$ cat config.mk
export PLATFORM = sky130hd
export DESIGN_NAME = cordic_rotator
export DESIGN_NICKNAME = d
export VERILOG_FILES = /design/src/rtl/cordic_pkg.sv /design/src/rtl/cordic_microrot.sv /design/src/rtl/cordic_rotator.sv
export SDC_FILE = /design/constraint.sdc
export NUM_CORES = 1
export LEC_CHECK = 0
export CAP_MARGIN = 20
export CELL_PAD_IN_SITES_DETAIL_PLACEMENT = 2
export CELL_PAD_IN_SITES_GLOBAL_PLACEMENT = 2
export CORE_AREA = 3 3 217 219
export CTS_CLUSTER_SIZE = 8
export DETAILED_ROUTE_END_ITERATION = 8
export DIE_AREA = 0 0 220 222
export PLACE_DENSITY = 0.76
export RECOVER_POWER = 100
export SETUP_SLACK_MARGIN = 0.05
export SYNTH_ARGS = -nofsm -noshare
export SYNTH_HDL_FRONTEND = slang
export SYNTH_SLANG_ARGS = --single-unit
$ cat constraint.sdc
create_clock -name clk -period 15.83 [get_ports clk]
set_input_delay 3.166 -clock clk [delete_from_list [all_inputs] [get_ports clk]]
set_output_delay 3.166 -clock clk [all_outputs]
set_load 0.05 [all_outputs]
$ cat src/rtl/cordic_pkg.sv
// Shared definitions for the iterative CORDIC rotation engine.
package cordic_pkg;

    // Engine control states.
    typedef enum logic [1:0] {
        IDLE  = 2'd0,
        ROT   = 2'd1,
        SCALE = 2'd2,
        DONE  = 2'd3
    } state_t;

    // Gain compensation K ~= 2^-1 + 2^-3 - 2^-6 - 2^-9 (signs + + - -).
    localparam int unsigned K_SH0 = 1;
    localparam int unsigned K_SH1 = 3;
    localparam int unsigned K_SH2 = 6;
    localparam int unsigned K_SH3 = 9;

endpackage : cordic_pkg

$ cat src/rtl/cordic_microrot.sv
// Single CORDIC micro-rotation: shift-and-add step by 2^-shift in direction dir.
module cordic_microrot #(
    parameter int unsigned WIDTH = 24,
    parameter int unsigned SH_W  = 5
) (
    input  logic signed [WIDTH-1:0] x,
    input  logic signed [WIDTH-1:0] y,
    input  logic        [SH_W-1:0]  shift,
    input  logic                    dir,
    output logic signed [WIDTH-1:0] x_rot_c,
    output logic signed [WIDTH-1:0] y_rot_c
);

    logic signed [WIDTH-1:0] x_sh;
    logic signed [WIDTH-1:0] y_sh;

    // dir=0 rotates counter-clockwise, dir=1 clockwise; sums wrap modulo 2^WIDTH.
    always_comb begin
        x_sh    = x >>> shift;
        y_sh    = y >>> shift;
        x_rot_c = x - y_sh;
        y_rot_c = y + x_sh;
        if (dir) begin
            x_rot_c = x + y_sh;
            y_rot_c = y - x_sh;
        end
    end

endmodule : cordic_microrot

$ cat src/rtl/cordic_rotator.sv
// Iterative rotation-mode CORDIC: replays a direction-bit sequence on (x, y),
// one micro-rotation per clock, then applies the fixed gain compensation.
module cordic_rotator
    import cordic_pkg::*;
#(
    parameter int unsigned WIDTH  = 24,
    parameter int unsigned N_ITER = 16,
    parameter int unsigned CNT_W  = 5
) (
    input  logic                    clk,
    input  logic                    rst,
    input  logic                    in_valid,
    output logic                    in_ready,
    input  logic signed [WIDTH-1:0] x_in,
    input  logic signed [WIDTH-1:0] y_in,
    input  logic                    rot90,
    input  logic       [N_ITER-1:0] dirs,
    output logic                    out_valid,
    input  logic                    out_ready,
    output logic signed [WIDTH-1:0] x_out,
    output logic signed [WIDTH-1:0] y_out
);

    state_t                  state_q;
    logic        [CNT_W-1:0] cnt_q;
    logic signed [WIDTH-1:0] x_q;
    logic signed [WIDTH-1:0] y_q;
    logic       [N_ITER-1:0] dirs_q;
    logic signed [WIDTH-1:0] x_rot_c;
    logic signed [WIDTH-1:0] y_rot_c;

    // Multiply by K using the shift-add approximation, wrapping modulo 2^WIDTH.
    function automatic logic signed [WIDTH-1:0] gain_comp(input logic signed [WIDTH-1:0] v);
        return (v >>> K_SH0) + (v >>> K_SH1) - (v >>> K_SH2) - (v >>> K_SH3);
    endfunction

    assign in_ready = (state_q == IDLE);

    // Direction bits are consumed LSB-first, so dirs_q[0] always belongs to iteration cnt_q.
    cordic_microrot #(
        .WIDTH (WIDTH),
        .SH_W  (CNT_W)
    ) u_microrot (
        .x       (x_q),
        .y       (y_q),
        .shift   (cnt_q),
        .dir     (dirs_q[0]),
        .x_rot_c (x_rot_c),
        .y_rot_c (y_rot_c)
    );

    // Control FSM, iteration counter, working vector and result registers.
    always_ff @(posedge clk) begin
        if (rst) begin
            state_q   <= IDLE;
            cnt_q     <= '0;
            x_q       <= '0;
            y_q       <= '0;
            dirs_q    <= '0;
            out_valid <= 1'b0;
            x_out     <= '0;
            y_out     <= '0;
        end else begin
            case (state_q)
                IDLE: begin
                    if (in_valid) begin
                        x_q     <= rot90 ? -y_in : x_in;
                        y_q     <= rot90 ? x_in : y_in;
                        dirs_q  <= dirs;
                        cnt_q   <= '0;
                        state_q <= ROT;
                    end
                end
                ROT: begin
                    x_q    <= x_rot_c;
                    y_q    <= y_rot_c;
                    dirs_q <= dirs_q >> 1;
                    if (cnt_q == CNT_W'(N_ITER - 1)) begin
                        cnt_q   <= '0;
                        state_q <= SCALE;
                    end else begin
                        cnt_q <= cnt_q + CNT_W'(1);
                    end
                end
                SCALE: begin
                    x_out     <= gain_comp(x_q);
                    y_out     <= gain_comp(y_q);
                    out_valid <= 1'b1;
                    state_q   <= DONE;
                end
                DONE: begin
                    if (out_ready) begin
                        out_valid <= 1'b0;
                        state_q   <= IDLE;
                    end
                end
                default: state_q <= IDLE;
            endcase
        end
    end

endmodule : cordic_rotator
==> results.py, run 1 <==
metrics = {
    "status": {
        "run_status": "finished, violations left",
        "violations": "max-capacitance violations, max-slew violations",
    },
    "clock_network": {
        "cts-root-buf": "clkbuf_16",
        "clock_sinks": 120,
        "hold_buffers": 0,
        "cts_htree_levels": 4,
        "clk_latency_ps": 460,
        "post_cts_resized": 0,
        "cts_tree": "yes",
        "post_cts_buffers": 0,
        "clk_path_buf_depth": 2,
        "clk_pin_slew_worst_paths_ps": 60,
        "numCtsBuffers": 17,
    },
    "final_layout": {
        "layout_commonest_cell": "nor2_1",
        "fin_nets": 2205,
        "drive_gt1_share_pct": 8.13,
        "post_layout_nonfiller_instances": 2556,
        "final_util_pct": 39.9,
        "area_delta_synth_final_pct": 14.5,
        "diodes": 0,
        "final_cell_mix": "nor2_1, a21oi_1, dfxtp_1",
    },
    "grt": {
        "grt_first_pass_wirelength_um": 101000,
        "antenna_found_initial": 2,
        "grt_pass1_vias": 16600,
        "grtUsageTotal_pct": 26.8,
        "grt_max_degree": 77,
        "grt.overflow.total": 0,
    },
    "sta": {
        "final.setup.tns_ps": 0,
        "fmax_ghz": 0.123,
        "tightest_slew_ps": 4110,
        "finalClockSkew_ps": 10.8,
        "hold_viol": 0,
        "post-route-min-period_ps": 8110,
        "maxSlewViolCount": 214,
        "timing.final.crit_share_pct": 51.2,
        "setup_ws_ps": 7720,
        "rsz0062_at_grt": "false",
        "setup_violations": 0,
        "slew_headroom_pct": -174,
    },
    "drt": {
        "drc": 0,
        "drtIter0Drc": 1108,
        "drtPass1Iterations": 6,
        "routed_wl_um": 65100,
        "num_vias": 15400,
        "viasPerCell": 6.04,
        "ant_nets": 0,
        "wire_per_inst_um": 25.5,
    },
    "setup_path": {
        "arrival_ps": 8260,
        "cp_data_required_time_ps": 15980,
        "cp-end-kind": "flop",
        "path_cells": "clkbuf_1 -> clkbuf_1 -> o311ai_0",
        "critPathKind": "in -> reg",
        "cp_slowest_cell": "clkbuf_1",
        "crit_fanout": 76,
        "regToRegSetupSlack_ps": 8610,
        "critPathLaunchType": "input port",
        "slowest_delay_ps": 2930,
        "path_buf_inv": 2,
        "cp_common_cell": "clkbuf_1",
        "cp_top_family": "buffers and inverters",
    },
    "synth": {
        "avgSynthCellArea_um2": 8.36,
        "yosysSeqAreaShare_pct": 15.2,
        "yosys.area.top_type": "dfxtp_1",
        "async_flop_share_pct": 0,
        "synth_cells": 1889,
        "synth.net_count": 2151,
        "synth_edf_count": 0,
        "synthFlopType": "dfxtp_1",
        "ys_ff_latch": 120,
        "syn_area_um2": 15800,
        "yosysTopAreaCellShare_pct": 15.2,
        "synth_area_leaders": "dfxtp_1, fa_1, ha_1",
        "yosysWarnings": 0,
        "ys_types": 84,
    },
    "floorplan": {
        "pin_count": 119,
        "row_count": 78,
        "core_area_um2": 45300,
        "die_w_um": 220,
        "start_util_pct": 34.9,
        "die_h_um": 222,
        "die_area_um2": 48800,
    },
    "worst_hold_path": {
        "hold_path.class": "reg -> reg",
    },
    "placed_design": {
        "place.port_buffers": 118,
        "dp_cells": 2523,
        "pre_cts_ws_ps": 8880,
        "dp_hpwl_um": 50100,
        "globalplace.congestion": 1.02,
    },
    "run": {
        "max-cap-violations": 4,
    },
}
## cells by family after synthesis
| logic type | share of synthesized area [%] |
|---|---|
| compound gates | 22.1 |
| xor+xnor | 6.99 |
| fa+ha+maj | 18.9 |
| buf+inv | 5.52 |
| flops | 15.2 |
| mux | 14.5 |
| simple gates | 16.7 |
## layer usage
| layer | vias to the layer above | share of wire (%) | GRT usage [%] |
|---|---|---|---|
| met2 | 430 | 48 | 44.8 |
| met5 | - | 0.020 | 0 |
| met1 | 7904 | 43 | 34.8 |
| li1 | 6999 | - | - |
| met3 | 110 | 4.6 | 3.80 |
| met4 | 2 | 3.8 | 10.5 |
## per-stage QoR
stage                     hold WS [ps]  instance area [µm²]
final                              465                18100
after global routing               492                18100
after CTS                          477                18100
after detailed placement           465                17500
after floorplan                    432                15800
after global placement             453                17500
## Yosys cell counts, drive strengths merged, types with 10 or more instances
library cell  number
a211oi            87
nand2b            17
mux2i             88
dfxtp            120
and2              13
o211ai            11
nand2            117
nor2b             37
mux4              51
nand3             35
a21oi            162
xor2              42
o22ai             10
and3              12
inv              106
buf               43
clkbuf            64
fa                76
a31oi             23
o31ai             13
xnor2             84
o21a              23
ha               117
a211o             11
nor4              17
or3               11
o21ai             79
a21o              35
nor2             194
mux2              21
nor3              41
## registers in the layout (all words and copies together), names as in the netlist
name,cells
dirs_q,16
y_q,24
y_out,24
cnt_q,5
x_out,24
state_q,2
out_valid,1
x_q,24
## worst paths after layout
check                              start        end  cells past startpoint
worst max-delay path                 rst  x_out[19]                      3
worst max register to register  cnt_q[1]    x_q[23]                     23
worst min-delay path            y_out[6]   y_out[6]                      2
worst min register to register  y_out[6]   y_out[6]                      2
## area by class of cell
class	instances	area, µm²
fill	5112	27200
multi-input combinational	1555	12600
sequential	120	2410
timing repair buffer	142	1350
tap	600	751
clock buffer	20	447
inverter	107	402
clock inverter	12	174
## worst min-delay path, stage by stage, from the launching register on
cell	delay [ps]
dfxtp_1	310
nand2_1	60
a21oi_1	50
Power of run 1 is left out: the tool's default activity adds up to more than one toggle a clock period on the data nets, which glitch-free logic cannot reach.
==> inputs of run 2 (changes only) <==
CORE_AREA = 3 3 220 222   (was 3 3 217 219)
DIE_AREA = 0 0 223 225   (was 0 0 220 222)
PLACE_DENSITY = 0.77   (was 0.76)
clock period = 6.65 ns   (was 15.83 ns; I/O delays follow)
==> run 2 against run 1 <==
  * The run still ends with max-capacitance violations, max-slew violations left
  * Cell count increased by 1.4%
  * Critical path depth is 18 higher
  * Routed wire length grew 1.3%
  * Non-clock buffer count increased by 32
  * Hold slack better by 0.69 ps
  * Worst setup slack got worse by 7200 ps
  * Utilization is 0.77 points lower
  * Die area rose by 2.7%
  * Sequential share of layout area shrank 0.095 points
  * First-iteration DRC count fell by 24%
  * Global-route usage decreased by 0.58 points
  * Critical path type is now reg -> reg
  * Largest cell class unchanged
==> results.py, run 2 (synthesis gave the netlist of run 1 again) <==
metrics = {
    "setup_path": {
        "slowest_delay_ps": 640,
        "path_buf_inv": 1,
        "cp-end-kind": "flop",
        "r2r-end": "x_q[23]",
        "arrival_ps": 6560,
        "crit_fanout": 22,
        "r2r_start": "cnt_q[1]",
        "cp_top_family": "compound AO/OA/AOI/OAI gates",
        "cp_slowest_cell": "mux4_1",
        "critPathLaunchType": "flop",
        "cp_data_required_time_ps": 7050,
        "critPathKind": "reg -> reg",
        "regToRegSetupSlack_ps": 490,
        "path_cells": "mux4_1 -> mux2_4 -> mux4_2 -> inv_1 -> ha_1 -> and2_1 -> nor3b_2 -> and4_1 -> a211oi_1 -> o31ai_1 -> nand2_1 -> ha_1 -> and4_1 -> a221oi_1 -> o21ai_0 -> a41oi_1 -> o21ai_0 -> a21o_1 -> a21oi_1 -> xnor2_1 -> a311oi_1",
        "r2r_cells": 21,
    },
    "placed_design": {
        "dp_hpwl_um": 52000,
        "pre_cts_ws_ps": 458,
        "globalplace.congestion": 0.938,
        "place.port_buffers": 118,
    },
    "floorplan": {
        "pin_count": 119,
        "die_h_um": 225,
        "die_w_um": 223,
        "row_count": 79,
        "start_util_pct": 33.9,
        "die_area_um2": 50200,
        "core_area_um2": 46600,
    },
    "grt": {
        "antenna_found_initial": 0,
        "grt_first_pass_wirelength_um": 101000,
        "grtUsageTotal_pct": 26.2,
        "grt_pass1_vias": 16500,
        "grt.overflow.total": 0,
        "grt_max_degree": 88,
    },
    "sta": {
        "final.setup.tns_ps": 0,
        "slew_headroom_pct": -16.8,
        "fmax_ghz": 0.162,
        "post-route-min-period_ps": 6160,
        "maxSlewViolCount": 55,
        "timing.final.crit_share_pct": 92.6,
        "tightest_slew_ps": 1750,
        "setup_ws_ps": 492,
        "setup_violations": 0,
        "rsz0062_at_grt": "true",
        "hold_viol": 0,
        "finalClockSkew_ps": 15.8,
    },
    "clock_network": {
        "cts-root-buf": "clkbuf_16",
        "cts_tree": "yes",
        "clock_sinks": 120,
        "clk_latency_ps": 500,
        "clk_pin_slew_worst_paths_ps": 70,
        "cts_htree_levels": 4,
        "numCtsBuffers": 17,
        "clk_path_buf_depth": 2,
    },
    "status": {
        "violations": "max-capacitance violations, max-slew violations",
        "run_status": "finished, violations left",
    },
    "drt": {
        "drc": 0,
        "viasPerCell": 5.98,
        "wire_per_inst_um": 25.4,
        "drtIter0Drc": 845,
        "routed_wl_um": 65900,
        "drtPass1Iterations": 4,
        "num_vias": 15500,
        "ant_nets": 0,
    },
    "final_layout": {
        "diodes": 0,
        "layout_commonest_cell": "nor2_1",
        "area_delta_synth_final_pct": 15.5,
        "drive_gt1_share_pct": 9.32,
        "final_cell_mix": "nor2_1, a21oi_1, dfxtp_1",
        "fin_nets": 2237,
    },
    "run": {
        "max-cap-violations": 2,
    },
    "worst_hold_path": {
        "min_from": "y_out[6]",
        "min_to": "y_out[6]",
        "hold_path.class": "reg -> reg",
        "min_delay_path_depth": 2,
    },
}
[run 2: cell count changes in the layout (fill, tap and decap cells not counted), sizes merged]
cell           delta
buf              +31
clkinv            -4
bufinv            -3
clkbuf            +3
clkinvlp          +2
clkdlybuf4s50     -1
dlygate4sd3       +1
[run 2: cell type report]
type,count,area [µm²]
fillers,5202,28300
multi-input cells,1555,12500
well taps,607,759
clock buffers,22,464
repair buffers,174,1590
flip-flops and latches,120,2410
clock inverters,7,72.6
inverters,107,402
[run 2: what timing repair did]
action | CTS | global route
setup buffers | 0 | 0
hold buffers | 0 | 0
gates resized for setup | 0 | 6
setup endpoints to repair | 0 | 6
[run 2: worst max-delay path by stage]
stage                    to  cells past startpoint  slack, ps     start
finish              x_q[23]                     21        490  cnt_q[1]
CTS                 x_q[23]                     21        400  cnt_q[1]
detailed placement  x_q[23]                     21        460  cnt_q[1]
global placement    x_q[23]                     22        700  cnt_q[2]
floorplan           x_q[23]                     24       1410  cnt_q[1]
global route        x_q[23]                     21        -10  cnt_q[1]
[run 2: metrics by stage]
stage | cell area, µm² | utilization (%) | cells | hold slack (ps)
after detailed placement | 17700 | 38.1 | 2563 | 461
after global routing | 18200 | 39.2 | 2592 | 497
after floorplan | 15800 | - | 1889 | 432
final | 18200 | 39.2 | 2592 | 466
after global placement | 17700 | 38.1 | 2563 | 440
after CTS | 18300 | 39.2 | 2592 | 474
[run 2: worst reg2reg max path, delay by kind of cell, from the launching register on]
family                   cells  cell delay (ps)
AO/OA/AOI/OAI                9             2040
XOR/XNOR                     1               90
adder cells (fa/ha/maj)      2              540
buffers and inverters        1               90
flip-flops                   1              570
multiplexers                 3             1530
AND/OR/NAND/NOR              5             1210
[run 2: layer usage]
layer	global-route usage, %	vias up	part of all wire (%)
met2	42.6	400	47
li1	-	7066	-
met5	0	-	0
met4	11.5	0	4.4
met3	4.60	106	4.7
met1	34.3	7935	44
Power of run 2 is left out for the same reason.
